==> config.mk <==
export PLATFORM = sky130hd
export DESIGN_NAME = module_keypad_scanner
export DESIGN_NICKNAME = d
export VERILOG_FILES = /design/src/rtl/module_keypad_scanner.sv
export SDC_FILE = /design/constraint.sdc
export NUM_CORES = 1
export LEC_CHECK = 0
export CAP_MARGIN = 20
export CORE_AREA = 8 8 79 81
export DETAILED_ROUTE_END_ITERATION = 12
export DIE_AREA = 0 0 87 89
export DONT_BUFFER_PORTS = 1
export PLACE_DENSITY = 0.74
export SYNTH_ARGS = -nofsm -noshare
export SYNTH_HDL_FRONTEND = slang
export SYNTH_SLANG_ARGS = --single-unit
==> constraint.sdc <==
create_clock -name clk -period 2.15 [get_ports clk]
set_clock_uncertainty 0.1 [all_clocks]
set_input_delay 0.43 -clock clk [delete_from_list [all_inputs] [get_ports clk]]
set_output_delay 0.43 -clock clk [all_outputs]
set_load 0.1 [all_outputs]
==> src/rtl/module_keypad_scanner.sv <==
// 4x4 matrix keypad scanner: drives one column low at a time, debounces the
// sampled row lines and reports each accepted press once as a key code plus strobe.
module module_keypad_scanner #(
    parameter int SCAN_TICKS     = 27000,
    parameter int DEBOUNCE_TICKS = 270000
) (
    input  logic       clk,
    input  logic       rst,
    input  logic [3:0] row,
    output logic [3:0] column,
    output logic [3:0] key_code,
    output logic       key_valid,
    output logic       key_held
);

    localparam int CNT_MAX = (SCAN_TICKS > DEBOUNCE_TICKS) ? SCAN_TICKS : DEBOUNCE_TICKS;
    localparam int CNT_W   = $clog2(CNT_MAX + 1);

    localparam logic [CNT_W-1:0] CNT_TOP   = CNT_W'(CNT_MAX);
    localparam logic [CNT_W-1:0] SCAN_LAST = CNT_W'(SCAN_TICKS - 1);
    localparam logic [CNT_W-1:0] DEB_LAST  = CNT_W'(DEBOUNCE_TICKS - 1);
    // The high sample that leaves HELD is the first of the release run.
    localparam logic [CNT_W-1:0] REL_LAST  = CNT_W'(DEBOUNCE_TICKS - 2);

    typedef enum logic [1:0] {
        SCAN     = 2'd0,
        DEBOUNCE = 2'd1,
        HELD     = 2'd2,
        RELEASE  = 2'd3
    } state_t;

    state_t           state, state_n;
    logic [1:0]       col_idx, col_n;
    logic [1:0]       row_idx, row_n;
    logic [CNT_W-1:0] cnt, cnt_n, cnt_inc;
    logic [3:0]       code_n;
    logic             valid_n;
    logic             held_n;

    logic [3:0]       row_meta;
    logic [3:0]       row_s;
    logic             row_any;
    logic [1:0]       row_hit;
    logic             row_sel_high;

    function automatic logic [3:0] key_lookup(input logic [1:0] r, input logic [1:0] c);
        logic [3:0] code;
        case ({r, c})
            4'h0:    code = 4'd1;
            4'h1:    code = 4'd2;
            4'h2:    code = 4'd3;
            4'h3:    code = 4'd10;
            4'h4:    code = 4'd4;
            4'h5:    code = 4'd5;
            4'h6:    code = 4'd6;
            4'h7:    code = 4'd11;
            4'h8:    code = 4'd7;
            4'h9:    code = 4'd8;
            4'hA:    code = 4'd9;
            4'hB:    code = 4'd12;
            4'hC:    code = 4'd14;
            4'hD:    code = 4'd0;
            4'hE:    code = 4'd15;
            default: code = 4'd13;
        endcase
        return code;
    endfunction

    // Rows idle high through pull-ups, so the synchronizer resets to all-ones.
    always_ff @(posedge clk or posedge rst) begin
        if (rst) begin
            row_meta <= 4'b1111;
            row_s    <= 4'b1111;
        end else begin
            // NOTE: non-blocking assignments make every flop sample the old
            // value of its source, which is what builds the two-stage chain.
            row_meta <= row;
            row_s    <= row_meta;
        end
    end

    // Lowest-index low row wins when several keys share the scanned column.
    always_comb begin
        row_any = ~&row_s;
        row_hit = 2'd0;
        for (int i = 3; i >= 0; i--) begin
            if (!row_s[i]) begin
                row_hit = 2'(i);
            end
        end
    end

    assign row_sel_high = row_s[row_idx];
    assign cnt_inc      = (cnt == CNT_TOP) ? cnt : cnt + 1'b1;

    always_comb begin
        // NOTE: every output of this block gets a default first so that no
        // path through the case statement can infer a latch.
        state_n = state;
        col_n   = col_idx;
        row_n   = row_idx;
        cnt_n   = cnt;
        code_n  = key_code;
        valid_n = 1'b0;
        held_n  = key_held;

        case (state)
            SCAN: begin
                if (cnt == SCAN_LAST) begin
                    cnt_n = '0;
                    if (row_any) begin
                        row_n   = row_hit;
                        state_n = DEBOUNCE;
                    end else begin
                        col_n = col_idx + 2'd1;
                    end
                end else begin
                    cnt_n = cnt_inc;
                end
            end

            DEBOUNCE: begin
                if (row_sel_high) begin
                    state_n = SCAN;
                    cnt_n   = '0;
                end else if (cnt == DEB_LAST) begin
                    state_n = HELD;
                    cnt_n   = '0;
                    code_n  = key_lookup(row_idx, col_idx);
                    valid_n = 1'b1;
                    held_n  = 1'b1;
                end else begin
                    cnt_n = cnt_inc;
                end
            end

            HELD: begin
                if (row_sel_high) begin
                    state_n = RELEASE;
                    cnt_n   = '0;
                end
            end

            RELEASE: begin
                if (!row_sel_high) begin
                    state_n = HELD;
                    cnt_n   = '0;
                end else if (cnt == REL_LAST) begin
                    state_n = SCAN;
                    cnt_n   = '0;
                    held_n  = 1'b0;
                    col_n   = col_idx + 2'd1;
                end else begin
                    cnt_n = cnt_inc;
                end
            end

            default: begin
                state_n = SCAN;
                cnt_n   = '0;
            end
        endcase
    end

    // NOTE: every state flop here has an explicit reset value; none of this is
    // memory, so nothing is left to power-up state.
    always_ff @(posedge clk or posedge rst) begin
        if (rst) begin
            state     <= SCAN;
            col_idx   <= 2'd0;
            row_idx   <= 2'd0;
            cnt       <= '0;
            column    <= 4'b1110;
            key_code  <= 4'd0;
            key_valid <= 1'b0;
            key_held  <= 1'b0;
        end else begin
            state     <= state_n;
            col_idx   <= col_n;
            row_idx   <= row_n;
            cnt       <= cnt_n;
            column    <= ~(4'b0001 << col_n);
            key_code  <= code_n;
            key_valid <= valid_n;
            key_held  <= held_n;
        end
    end

endmodule

==> summary.txt, run 1 <==
STA
  • Fmax achieved: 464 MHz
  • Final setup margin: -0.00580 ns
  • RSZ-0062 raised after global routing: yes
  • Slew at the pin closest to its max-slew limit: 0.902 ns
  • Final Setup Violations: 2
  • Hold Vio Cnt, Final: 0
  • Setup TNS: -0.00721 ns
  • Max Slew Vio Count: 0
  • Max-slew headroom: 0.398
  • Final min period: 2.16 ns
  • Fin crit share: 1.00

Critical path
  • Critical-path cell list: or3_4, nor4_4, nand2_1, a21boi_1, nor4_1, a2bb2oi_1
  • Worst r2r path cells: 6
  • Largest stage delay on the critical path: 0.44 ns
  • Crit path max fanout: 4
  • Worst Setup SP: cnt[8]
  • Crit path required time: 2.27 ns
  • WS Path Type: flip-flop to flip-flop
  • Crit end category: flip-flop
  • Startpoint types: flip-flop
  • CP max stage cell: or3_4
  • Worst path arrival time: 2.28 ns
  • Reg-to-reg startpoint: cnt[8]
  • R2r setup slk: -0.006 ns

Status
  • Violated checks: negative setup slack
  • Status: finished with violations

Synth
  • Top-area cell type share of the netlist area: 0.332
  • Mapped cell area: 2410 sq um
  • Yosys cell types: 51
  • Cells after Synth: 240
  • Post-synth EDFFs: 0
  • Synth async-reset ratio: 1.00
  • Number of synthesized register bits: 43
  • Area leader, netlist: dfrtp_1
  • Top_reg_cell synth: dfrtp_1
  • Post-synthesis sequential area ratio: 0.452
  • Warnings, synthesis: 0
  • Average size of a mapped cell: 10.1 sq um
  • Synth area leaders: dfrtp_1 (33%), dfstp_2 (12%), ha_1 (6.2%)
  • Syn nets: 258

Route
  • DR DRC count: 0
  • Via count: 1,888
  • First-pass DRT Iterations: 5
  • Routed Antenna Nets: 0
  • WL per Instance: 15.1 um
  • Number of DRC markers in iteration 0: 147
  • Final wirelength: 5.33 mm
  • Via-per-instance ratio: 5.33

GRT
  • Total gr overflow: 0
  • Total GRT Usage: 0.148
  • First-pass GRT wire length: 8.85 mm
  • Largest net degree at the start of global routing: 44
  • Number of global-route vias before repair: 1,893
  • Antenna violations before repair: 0

Die
  • Die H: 89 um
  • Die ar.: 7740 sq um
  • Initial core utilization: 0.485
  • Core area: 4980 sq um
  • I/O pin count: 16
  • Die Wd: 87 um
  • Rows: 26

Clock network
  • CTS Buffer Depth: 2
  • Skew-Pair Late Insertion Delay: 0.30 ns
  • Cts bufs inserted: 5
  • Worst-path clk slew: 0.08 ns
  • CTS H-tree lvls: 2
  • TritonCTS clock tree: done
  • Root Buffer: clkbuf_8
  • CTS sink cnt: 43

Pwr
  • Leak pwr: 1.32 nW
  • Pwr dens: 487 nW/um^2
  • VDD IR max: 354 uV

Finish
  • Design area: 2980 sq um
  • Share of cells above drive strength 1: 0.289
  • Most frequent cells in the layout: buf_4 (36), dfrtp_1 (32), nand2_1 (27), nor2_1 (26), inv_1 (15)
  • Final nets: 301
  • ANT cells: 0
  • Commonest non-fill, non-tap cell in the layout: buf_4
  • Filler Cells Inserted: 409
  • Area of the multi-input gates: 1290 sq um
  • Register area: 1090 sq um
  • P&R area growth vs syn: 23.4%

Placed design
  • Pre-CTS setup slack: -0.0287 ns
  • Gpl congestion: 0.822
  • Detailed Place HPWL: 3.74 mm
  • IO Port Bufs: 0
  • Placed Instance Area: 2750 sq um

Worst hold path
  • Hold crit path type: primary input to asynchronous set/reset pin

Flow run
  • Max-capacitance violation count: 0
## layout make-up
cell class / instances / area share
Clock inverter: 2 / 0.00462
Inverter: 15 / 0.0189
Clock buffer: 6 / 0.0315
Sequential cell: 43 / 0.366
Multi-Input combinational cell: 176 / 0.435
Tap cell: 70 / 0.0294
Timing Repair Buffer: 42 / 0.115
## worst max-delay path, delay by kind of cell, from the launching register on
kind               cells  cell delay [ns]
DFF                    1             0.39
AOI/OAI and AO/OA      2             0.37
and+or+nand+nor        4             1.23
## through the flow
step,power (mW),hold WS [ns],util,instances
final,1.45,0.0484,0.598,354
after CTS,1.46,0.0123,0.581,350
after global routing,1.51,0.0905,0.598,354
after floorplan,0.858,0.245,-,240
after detailed placement,0.871,0.247,0.552,340
after global placement,0.870,0.246,0.552,340
## layer usage
| layer | routed length [um] | GRT usage | share of wire |
|---|---|---|---|
| met2 | 2650 | 0.243 | 0.50 |
| met5 | 0 | 0 | 0 |
| met4 | 152 | 0.0767 | 0.028 |
| met1 | 2330 | 0.180 | 0.44 |
| met3 | 202 | 0.0303 | 0.038 |
## cell families after synthesis
kind of cell	count (synthesis)	share of synthesized area
and+or+nand+nor	106	0.246
DFF	43	0.452
AOI/OAI and AO/OA	34	0.0995
buffers and inverters	21	0.0410
xor gates and xnor gates	13	0.0472
adders and majority gates	12	0.0622
muxes	11	0.0529
## worst min path at each step
stage	slack, ns	cells past startpoint	endpoint
floorplan	0.25	0	row_s[0]
global placement	0.25	0	row_s[0]
detailed placement	0.25	0	row_s[0]
CTS	0.01	0	row_meta[1]
global route	0.09	2	state[0]
finish	0.05	2	cnt[1]
## synthesized netlist by cell type, types with 2 or more instances
| master | instances |
|---|---|
| dfrtp_1 | 32 |
| o21ai_0 | 7 |
| nor4_1 | 3 |
| nand4_1 | 7 |
| a31oi_1 | 2 |
| inv_1 | 15 |
| nor3_1 | 7 |
| mux2i_1 | 6 |
| nor4_4 | 3 |
| xnor2_1 | 9 |
| and2_1 | 3 |
| nand4bb_1 | 2 |
| nor2b_1 | 2 |
| nor2_1 | 26 |
| a211oi_1 | 2 |
| dfstp_2 | 11 |
| buf_6 | 2 |
| or2_1 | 2 |
| a21oi_1 | 10 |
| nand2b_1 | 4 |
| mux2_2 | 4 |
| xor2_1 | 4 |
| nand2_1 | 27 |
| ha_1 | 12 |
| clkbuf_1 | 2 |
| and3_1 | 6 |
| nand3_1 | 6 |
## sequential cells by signal, indices dropped and copies added, names as in the netlist, named ones only
name and cells:
row_s 4, key_held 1, state 1, col_idx 2, column 4, row_meta 4
row_idx 2, key_code 4, key_valid 1, cnt 19
## repair_timing
item                       in CTS  in global routing
pin swaps                       6                  6
gates resized for setup         6                  7
hold endpoints to repair        0                  4
buffers inserted                2                  0
hold buffers                    0                  4
setup endpoints to repair      12                 27
## report_power, final
| group | internal [mW] | switching [mW] |
|---|---|---|
| registers | 0.822 | 0.00317 |
| clock network | 0.299 | 0.289 |
| logic | 0.0138 | 0.0223 |
| total | 1.14 | 0.314 |
Power figures use the tool's default switching activity.
==> run 2: changes to the inputs <==
--- a/config.mk
+++ b/config.mk
@@ -11,6 +11,7 @@
 export DIE_AREA = 0 0 87 89
 export DONT_BUFFER_PORTS = 1
 export PLACE_DENSITY = 0.74
+export REMOVE_ABC_BUFFERS = 1
 export SYNTH_ARGS = -nofsm -noshare
 export SYNTH_HDL_FRONTEND = slang
 export SYNTH_SLANG_ARGS = --single-unit
==> summary.txt, run 2 (synthesis gave the netlist of run 1 again) <==
Status
  • Status: finished with violations
  • Violated checks: negative setup slack

GRT
  • Grt met3 use: 0.0193
  • First-pass GRT wire length: 9.08 mm
  • Grt met1 use: 0.184
  • Number of global-route vias before repair: 1,943
  • Antenna violations before repair: 0
  • Total GRT Usage: 0.149
  • Total gr overflow: 0
  • Largest net degree at the start of global routing: 23
  • GR peak layer: met2
  • Routing usage on met2: 0.246

Worst hold path
  • Hold path startpoint: row_meta[3]
  • Hold Crit Endpoint: row_s[3]
  • Worst Hold Depth: 0
  • Hold crit path type: flip-flop to flip-flop

Critical path
  • Startpoint types: flip-flop
  • Worst r2r path cells: 7
  • Crit path max fanout: 15
  • Crit path required time: 2.21 ns
  • Worst reg2reg endpoint: cnt[18]
  • WS Path Type: flip-flop to flip-flop
  • Worst path arrival time: 2.31 ns
  • R2r setup slk: -0.1 ns
  • Reg-to-reg startpoint: cnt[14]
  • Crit end category: flip-flop

Clock network
  • CTS H-tree lvls: 2
  • Skew-Pair Late Insertion Delay: 0.30 ns
  • Root Buffer: clkbuf_8
  • Cts bufs inserted: 5
  • Worst-path clk slew: 0.09 ns
  • CTS sink cnt: 43
  • TritonCTS clock tree: done
  • CTS Buffer Depth: 2

STA
  • Max-slew headroom: 0.391
  • Final min period: 2.25 ns
  • Fin crit share: 1.04
  • RSZ-0062 raised after global routing: yes
  • Final setup margin: -0.0957 ns
  • Slew at the pin closest to its max-slew limit: 0.913 ns
  • Setup TNS: -1.51 ns
  • Fmax achieved: 445 MHz
  • Hold Vio Cnt, Final: 0
  • Max Slew Vio Count: 0
  • Final Setup Violations: 25

Finish
  • Most frequent cells in the layout: buf_4 (38), dfrtp_1 (32), nand2_1 (26), nor2_1 (26), inv_1 (14)
  • Final Non-Filler Cells: 357
  • Final Util: 0.607
  • ANT cells: 0
  • Share of cells above drive strength 1: 0.307
  • Design area: 3020 sq um
  • Largest register FFs: 19
  • P&R area growth vs syn: 25.1%
  • Most flop-heavy register: cnt
  • Commonest non-fill, non-tap cell in the layout: buf_4
  • Final nets: 304

Route
  • Via count: 1,886
  • First-pass DRT Iterations: 4
  • Number of DRC markers in iteration 0: 155
  • WL per Instance: 15.4 um
  • DR DRC count: 0
  • Via-per-instance ratio: 5.28
  • Final wirelength: 5.50 mm
  • Routed Antenna Nets: 0

Placed design
  • Pre-CTS setup slack: -0.0437 ns
  • Gpl congestion: 0.903
  • Detailed Place HPWL: 4.00 mm
  • IO Port Bufs: 0
  • Placed Instance Area: 2760 sq um
  • Placed cell count: 342

Pwr
  • Internal Power: 1.07 mW
  • Sequential power share: 0.592
  • Pwr dens: 462 nW/um^2
  • Logic pwr share: 0.028
  • Clock power share: 0.380
  • Leak pwr: 1.32 nW
  • Switching Share: 0.233
  • Switching pwr: 325 uW
  • VDD IR max: 405 uV

Die
  • Die Wd: 87 um
  • I/O pin count: 16
  • Die H: 89 um
  • Rows: 26
  • Die ar.: 7740 sq um
  • Initial core utilization: 0.485
  • Core area: 4980 sq um

Flow run
  • Max-capacitance violation count: 0
==> run 2: what timing repair did <==
action                     CTS  global route
setup endpoints to repair   21            30
gates resized for setup      6            16
setup buffers                1             1
pin swaps                    0             4
hold buffers                 1             4
cloned                       0             0
hold endpoints to repair     8             4
==> run 2: critical path: stages, from the launching register on <==
cell      delay, ns
dfrtp_1        0.39
or3_4          0.43
nor4_4         0.35
nand4b_1       0.19
o21ba_4        0.26
a21oi_4        0.17
buf_12         0.16
a211oi_1       0.05
==> run 2: through the flow <==
step,hold slack [ns],power [mW]
finish,0.260,1.40
global route,0.264,1.45
CTS,0.00532,1.41
detailed placement,0.249,0.875
global placement,0.246,0.872
floorplan,0.245,0.858
==> run 2: layer usage <==
layer,part of all wire,up-vias,wire [um]
met5,0,-,0
met4,0.038,0,207
met3,0.019,15,103
met2,0.48,22,2620
met1,0.47,928,2580
li1,-,921,-
==> run 2: worst max-delay path by stage <==
stage / start / endpoint / slack [ns] / cells after the start
after floorplan: row_idx[0] / cnt[18] / -0.07 / 6
after global placement: cnt[17] / col_idx[0] / 0.01 / 6
after global routing: cnt[16] / column[3] / -0.18 / 7
after detailed placement: cnt[13] / cnt[5] / -0.04 / 7
after CTS: cnt[14] / cnt[5] / -0.02 / 7
final: cnt[14] / cnt[18] / -0.1 / 7
==> run 2: area by class of cell <==
cell class	count	area, sq um
Clock buffer	5	68.8
Clock inverter	3	25.0
Fill cell	405	1960
Inverter	15	56.3
Multi-Input combinational cell	176	1330
Sequential cell	43	1090
Tap cell	70	87.6
Timing Repair Buffer	45	367
==> run 2: power groups by stage <==
stage	registers [mW]	clock network, mW	logic [mW]
finish	0.826	0.530	0.0386
floorplan	0.841	0	0.0172
CTS	0.827	0.549	0.0342
global placement	0.840	0	0.0315
detailed placement	0.842	0	0.0327
global route	0.828	0.582	0.0449
